$ cat src/rtl/seg_scan_ctrl.sv
// seg_scan_ctrl
// -----------------------------------------------------------------------------
// Time-multiplexed seven-segment display controller.
//
// A packed nibble word arrives over a valid/ready handshake and is held in a
// pending buffer. It is moved into the display registers only at a scan frame
// boundary, so a frame never shows a mix of the old and the new word. The
// scanner walks the digits one slot at a time. Each slot is CLK_DIV cycles
// long, and its first cycle is blanked to suppress ghosting between digits.
//
// Parameters
//   NDIG          number of digits (2..16)
//   CLK_DIV       clock cycles per digit slot (>= 2)
//   BLINK_FRAMES  scan frames per blink half-period (>= 1)
//
// Ports
//   clk       system clock
//   rst       asynchronous active-high reset
//   in_valid  a new display word is offered
//   in_ready  word can be accepted (== !pending, combinational)
//   in_data   packed nibbles, digit i at [4i+3:4i], digit 0 least significant
//   in_hex    1 = hex glyphs 0-F, 0 = decimal (nibbles above 9 shown blank)
//   in_lzb    leading-zero blanking enable
//   in_blink  per-digit blink mask
//   seg_n     active-low segments, bit6 = a .. bit0 = g (registered)
//   an_n      active-low one-hot digit select (registered)
// -----------------------------------------------------------------------------
module seg_scan_ctrl #(
  parameter int NDIG         = 8,
  parameter int CLK_DIV      = 1000,
  parameter int BLINK_FRAMES = 64
) (
  input  logic              clk,
  input  logic              rst,
  input  logic              in_valid,
  output logic              in_ready,
  input  logic [4*NDIG-1:0] in_data,
  input  logic              in_hex,
  input  logic              in_lzb,
  input  logic [NDIG-1:0]   in_blink,
  output logic [6:0]        seg_n,
  output logic [NDIG-1:0]   an_n
);

  localparam int PW = $clog2(CLK_DIV);
  localparam int IW = $clog2(NDIG);
  // The +1 keeps the counter at least one bit wide when BLINK_FRAMES is 1.
  localparam int FW = $clog2(BLINK_FRAMES + 1);

  localparam logic [PW-1:0] PRESC_LAST = PW'(CLK_DIV - 1);
  localparam logic [IW-1:0] IDX_LAST   = IW'(NDIG - 1);
  localparam logic [FW-1:0] FRAME_LAST = FW'(BLINK_FRAMES - 1);

  localparam logic [6:0] SEG_BLANK = 7'h7F;

  // ---------------------------------------------------------------------------
  // State
  // ---------------------------------------------------------------------------
  logic [PW-1:0]     presc_reg;
  logic [IW-1:0]     idx_reg;
  logic [FW-1:0]     frame_cnt_reg;
  logic              phase_reg;
  logic              pending_reg;

  logic [4*NDIG-1:0] pend_data_reg;
  logic              pend_hex_reg;
  logic              pend_lzb_reg;
  logic [NDIG-1:0]   pend_blink_reg;

  logic [4*NDIG-1:0] disp_data_reg;
  logic              disp_hex_reg;
  logic              disp_lzb_reg;
  logic [NDIG-1:0]   disp_blink_reg;

  logic [6:0]        seg_n_reg;
  logic [NDIG-1:0]   an_n_reg;

  logic [6:0]        seg_n_next;
  logic [NDIG-1:0]   an_n_next;

  logic              tick;
  logic              frame_end;
  logic              accept;

  assign tick      = (presc_reg == PRESC_LAST);
  assign frame_end = tick && (idx_reg == IDX_LAST);
  assign in_ready  = !pending_reg;
  assign accept    = in_valid && in_ready;

  assign seg_n = seg_n_reg;
  assign an_n  = an_n_reg;

  // ---------------------------------------------------------------------------
  // Per-digit view of the displayed word
  // ---------------------------------------------------------------------------
  logic [3:0]      nib [NDIG];
  // hi_zero[i]: digits i..NDIG-1 are all zero. hi_zero[NDIG] is the seed.
  logic [NDIG:0]   hi_zero;
  logic [NDIG-1:0] dark;

  assign hi_zero[NDIG] = 1'b1;

  genvar gi;
  generate
    for (gi = 0; gi < NDIG; gi++) begin : g_digit
      assign nib[gi]     = disp_data_reg[4*gi +: 4];
      assign hi_zero[gi] = (nib[gi] == 4'h0) && hi_zero[gi+1];
      if (gi == 0) begin : g_units
        // The units digit always shows, so an all-zero word still reads "0".
        assign dark[gi] = disp_blink_reg[gi] && phase_reg;
      end else begin : g_upper
        assign dark[gi] = (disp_blink_reg[gi] && phase_reg) ||
                          (disp_lzb_reg && hi_zero[gi]);
      end
    end
  endgenerate

  // ---------------------------------------------------------------------------
  // Glyph decode, active-low a..g
  // ---------------------------------------------------------------------------
  function automatic logic [6:0] glyph(input logic [3:0] n, input logic hex);
    logic [6:0] g;
    case (n)
      4'h0: g = 7'b0000001;
      4'h1: g = 7'b1001111;
      4'h2: g = 7'b0010010;
      4'h3: g = 7'b0000110;
      4'h4: g = 7'b1001100;
      4'h5: g = 7'b0100100;
      4'h6: g = 7'b0100000;
      4'h7: g = 7'b0001111;
      4'h8: g = 7'b0000000;
      4'h9: g = 7'b0000100;
      4'hA: g = 7'b0001000;
      4'hB: g = 7'b1100000;
      4'hC: g = 7'b0110001;
      4'hD: g = 7'b1000010;
      4'hE: g = 7'b0110000;
      default: g = 7'b0111000;
    endcase
    // Decimal mode leaves A-F as dark segments while the anode stays driven.
    if (!hex && (n > 4'h9)) begin
      g = SEG_BLANK;
    end
    return g;
  endfunction

  // ---------------------------------------------------------------------------
  // Next output value. The last cycle of every slot is blanked here, and the
  // register below makes that blank land on the first cycle of the next slot.
  // ---------------------------------------------------------------------------
  always_comb begin
    seg_n_next = SEG_BLANK;
    an_n_next  = '1;
    if (!tick && !dark[idx_reg]) begin
      an_n_next  = ~(NDIG'(1) << idx_reg);
      seg_n_next = glyph(nib[idx_reg], disp_hex_reg);
    end
  end

  // ---------------------------------------------------------------------------
  // Scan timing
  // ---------------------------------------------------------------------------
  always_ff @(posedge clk or posedge rst) begin
    if (rst) begin
      presc_reg <= '0;
      idx_reg   <= '0;
    end else begin
      if (tick) begin
        presc_reg <= '0;
        idx_reg   <= (idx_reg == IDX_LAST) ? '0 : idx_reg + IW'(1);
      end else begin
        presc_reg <= presc_reg + PW'(1);
      end
    end
  end

  // ---------------------------------------------------------------------------
  // Blink phase: toggles once every BLINK_FRAMES frames
  // ---------------------------------------------------------------------------
  always_ff @(posedge clk or posedge rst) begin
    if (rst) begin
      frame_cnt_reg <= '0;
      phase_reg     <= 1'b0;
    end else if (frame_end) begin
      if (frame_cnt_reg == FRAME_LAST) begin
        frame_cnt_reg <= '0;
        phase_reg     <= ~phase_reg;
      end else begin
        frame_cnt_reg <= frame_cnt_reg + FW'(1);
      end
    end
  end

  // ---------------------------------------------------------------------------
  // Pending buffer and commit into the display registers.
  // An accept can only happen while nothing is pending, so it never collides
  // with a commit. A word captured on a frame_end cycle waits for the next one.
  // ---------------------------------------------------------------------------
  always_ff @(posedge clk or posedge rst) begin
    if (rst) begin
      pending_reg    <= 1'b0;
      pend_data_reg  <= '0;
      pend_hex_reg   <= 1'b0;
      pend_lzb_reg   <= 1'b0;
      pend_blink_reg <= '0;
      disp_data_reg  <= '0;
      disp_hex_reg   <= 1'b0;
      disp_lzb_reg   <= 1'b0;
      disp_blink_reg <= '0;
    end else begin
      if (accept) begin
        pending_reg    <= 1'b1;
        pend_data_reg  <= in_data;
        pend_hex_reg   <= in_hex;
        pend_lzb_reg   <= in_lzb;
        pend_blink_reg <= in_blink;
      end else if (frame_end && pending_reg) begin
        pending_reg    <= 1'b0;
        disp_data_reg  <= pend_data_reg;
        disp_hex_reg   <= pend_hex_reg;
        disp_lzb_reg   <= pend_lzb_reg;
        disp_blink_reg <= pend_blink_reg;
      end
    end
  end

  // ---------------------------------------------------------------------------
  // Registered outputs
  // ---------------------------------------------------------------------------
  always_ff @(posedge clk or posedge rst) begin
    if (rst) begin
      seg_n_reg <= SEG_BLANK;
      an_n_reg  <= '1;
    end else begin
      seg_n_reg <= seg_n_next;
      an_n_reg  <= an_n_next;
    end
  end

endmodule

$ cat config.mk
export PLATFORM = sky130hd
export DESIGN_NAME = seg_scan_ctrl
export DESIGN_NICKNAME = d
export VERILOG_FILES = /design/src/rtl/seg_scan_ctrl.sv
export SDC_FILE = /design/constraint.sdc
export NUM_CORES = 1
export LEC_CHECK = 0
export CAP_MARGIN = 10
export CORE_MARGIN = 2
export CORE_UTILIZATION = 56
export CTS_CLUSTER_DIAMETER = 60
export DETAILED_ROUTE_END_ITERATION = 10
export GPL_ROUTABILITY_DRIVEN = 0
export PLACE_DENSITY = 0.82
export SYNTH_ARGS = -nofsm -noshare
export SYNTH_HDL_FRONTEND = slang
export SYNTH_SLANG_ARGS = --single-unit
$ cat constraint.sdc
create_clock -name clk -period 8.9 [get_ports clk]
set_input_delay 1.78 -clock clk [delete_from_list [all_inputs] [get_ports clk]]
set_output_delay 1.78 -clock clk [all_outputs]
set_load 0.01 [all_outputs]
==> flow_summary.yaml <==
route:
  detail_route.wl_per_cell_um: 17.4
  vias: 3574
  routed_via_density: 5.64
  wl_met2_um: 5760
  first_pass_iters: 4
  drc: 0
  drtAntennaViolNets: 0
  dr.first_iter.drc_count: 174
  wl_um: 11000
  met1Wirelength_um: 4620
  top_layer_used: "met4"
  wl_met3_um: 481
global_route:
  grt_pass1_wl_um: 17900
  grt.total_usage: 0.226
  grt.overflow.total: 0
  antenna_found_initial: 0
  grt_pass1_vias: 3690
  grt_max_degree: 86
logic_synthesis:
  syn_inst: 427
  avgSynthCellArea_um2: 12.8
  syn-num-nets: 486
  ys_seq_area_frac: 0.556
  ys.flop_type: "dfrtp_1"
  synth.distinct_cells: 56
  synth_seq_cells: 121
  synth_edf_count: 0
  async_reset_ff_frac: 1.00
  synth_warnings: 0
  syn_area_um2: 5480
sta:
  setup_violations: 0
  fin_ws_ps: 5490
  clock.fmax_mhz: 293
  period_minus_slack_ps: 3410
  finalCritPeriodShare: 0.383
  hold_viol_final: 0
  rsz0062_at_grt: "no"
  slew_headroom: 0.143
  worst_pin_slew_ps: 1280
  tns_ps: 0
  skew_ps: 11.0
  report.final.slew_viol_count: 0
status:
  status: "completed"
cells_and_area:
  final_cell_mix: "dfrtp_1, mux2_2, clkdlybuf4s50_1"
  area_growth_pct: 23.3
  fin_util: 0.701
  drive_above_1_share: 0.293
  n_antenna_cell: 0
  nets: 547
  nFillCells: 678
  layout_commonest_cell: "dfrtp_1"
cts:
  clk_pin_slew_ps: 60
  post_cts_resized: 0
  postCtsSetupRepairBufs: 0
  cts_buffers: 17
  cts_tree: "done"
  cts_sinks: 121
  htreeDepth: 4
  clockBufferDepth: 2
  cts_hold_buf: 0
  clk_latency_ps: 520
  cts-root-buf: "clkbuf_8"
setup_path:
  crit_slowest_cell: "dfrtp_1"
  crit_arrival_ps: 3850
  path_delay_family: "compound AO/OA/AOI/OAI gates"
  worstPathMaxFanout: 16
  crit_buf_inv: 0
  cpPeakStageDelay_ps: 840
  critical_path_class: "reg -> reg"
  cp.required_ps: 9340
  crit_chain: "mux4_2 > and2_1 > a31oi_1 > ha_1 > nor3_1 > a2111oi_0 > o22a_1 > nand2_1"
  worstSetupEndpointType: "register"
  crit_path_start_kind: "register"
job:
  drv_cap: 0
die:
  ioPinCount: 61
  core_um2: 9640
  die_area_um2: 10600
  fp.dieH_um: 103
  die_x_um: 103
  num_rows: 36
  initial_core_util: 0.568
placed_design:
  port_buffers: 60
  place_ws_ps: 5100
  hpwl_um: 7270
power:
  power_density_nw_per_um2: 193
  irDropWorstVdd_uv: 108
  p_leak_nw: 3.02
worst_hold_path:
  hold_path.class: "reg -> reg"
stage by stage:
| stage | std cells | cell area, um^2 | power [mW] | hold WS (ps) |
|---|---|---|---|---|
| final | 634 | 6760 | 1.31 | 483 |
| after CTS | 634 | 6760 | 1.32 | 486 |
| after global placement | 602 | 6180 | 0.651 | 461 |
| after global routing | 634 | 6760 | 1.35 | 495 |
| after floorplan | 427 | 5480 | 0.622 | 445 |
| after detailed placement | 602 | 6180 | 0.655 | 474 |
layer usage:
| layer | track usage | vias up |
|---|---|---|
| met1 | 0.278 | 1787 |
| li1 | - | 1662 |
| met5 | 0 | - |
| met2 | 0.384 | 107 |
| met4 | 0.0800 | 0 |
| met3 | 0.0624 | 18 |
area by class of cell:
type | count | area [um^2] | share of cell area
inverter | 11 | 43.8 | 0.00648
clock inverter | 12 | 140 | 0.0207
multi-input combinational | 274 | 2300 | 0.341
tap | 133 | 166 | 0.0246
timing repair buffer | 63 | 623 | 0.0922
clock buffer | 20 | 435 | 0.0644
sequential | 121 | 3050 | 0.451
path summary, 6_finish.rpt:
kind / start / to / slack, ps / depth (start not counted)
setup reg to reg: idx_reg[2] / seg_n[5] / 5490 / 8
setup / recovery: idx_reg[2] / seg_n[5] / 5490 / 8
hold / removal: presc_reg[0] / presc_reg[0] / 480 / 1
hold reg to reg: presc_reg[0] / presc_reg[0] / 480 / 1
max in group asynchronous: rst / disp_data_reg[7] / 5890 / 3
min in group asynchronous: rst / frame_cnt_reg[3] / 1620 / 2
power breakdown:
group,switching [mW],internal [mW]
logic,0.0190,0.0350
clock network,0.252,0.409
registers,0.0153,0.576
total,0.286,1.02
logic make-up (layout without fill, tap and decap cells):
group | Yosys count | after routing | share of synthesized area
xor gates and xnor gates | 9 | 9 | 0.0144
adders and majority gates | 14 | 14 | 0.0320
DFF | 121 | 121 | 0.556
AOI/OAI and AO/OA | 52 | 52 | 0.0692
and+or+nand+nor | 98 | 98 | 0.0870
buffers and inverters | 32 | 106 | 0.0251
muxes | 101 | 101 | 0.216
synthesized netlist by cell type (2+ instances only):
| master | n | area (um^2) |
|---|---|---|
| a21o_1 | 3 | 22.5 |
| mux2i_1 | 7 | 70.1 |
| o41ai_1 | 2 | 17.5 |
| xor2_1 | 5 | 43.8 |
| inv_1 | 11 | 41.3 |
| o21ai_0 | 11 | 55.1 |
| nand2b_1 | 4 | 25.0 |
| mux2_1 | 3 | 33.8 |
| clkbuf_1 | 13 | 48.8 |
| nor2_1 | 16 | 60.1 |
| a21oi_1 | 7 | 35.0 |
| o21ai_2 | 2 | 17.5 |
| nand2_1 | 36 | 135 |
| o21a_1 | 2 | 15.0 |
| xnor2_1 | 4 | 35.0 |
| nor4_1 | 8 | 50.1 |
| a311o_1 | 2 | 20.0 |
| ha_1 | 14 | 175 |
| dfstp_2 | 15 | 394 |
| nor3b_1 | 2 | 15.0 |
| mux2_2 | 86 | 968 |
| dfrtp_1 | 106 | 2650 |
| nand3_1 | 8 | 40.0 |
| mux4_2 | 5 | 113 |
| a32oi_1 | 2 | 17.5 |
| buf_2 | 5 | 25.0 |
| and2_1 | 5 | 31.3 |
| nor2b_1 | 4 | 25.0 |
| a31oi_1 | 2 | 12.5 |
| o211ai_1 | 5 | 37.5 |
| nor3_1 | 7 | 35.0 |
No activity file was read; power rests on OpenSTA's default activity.
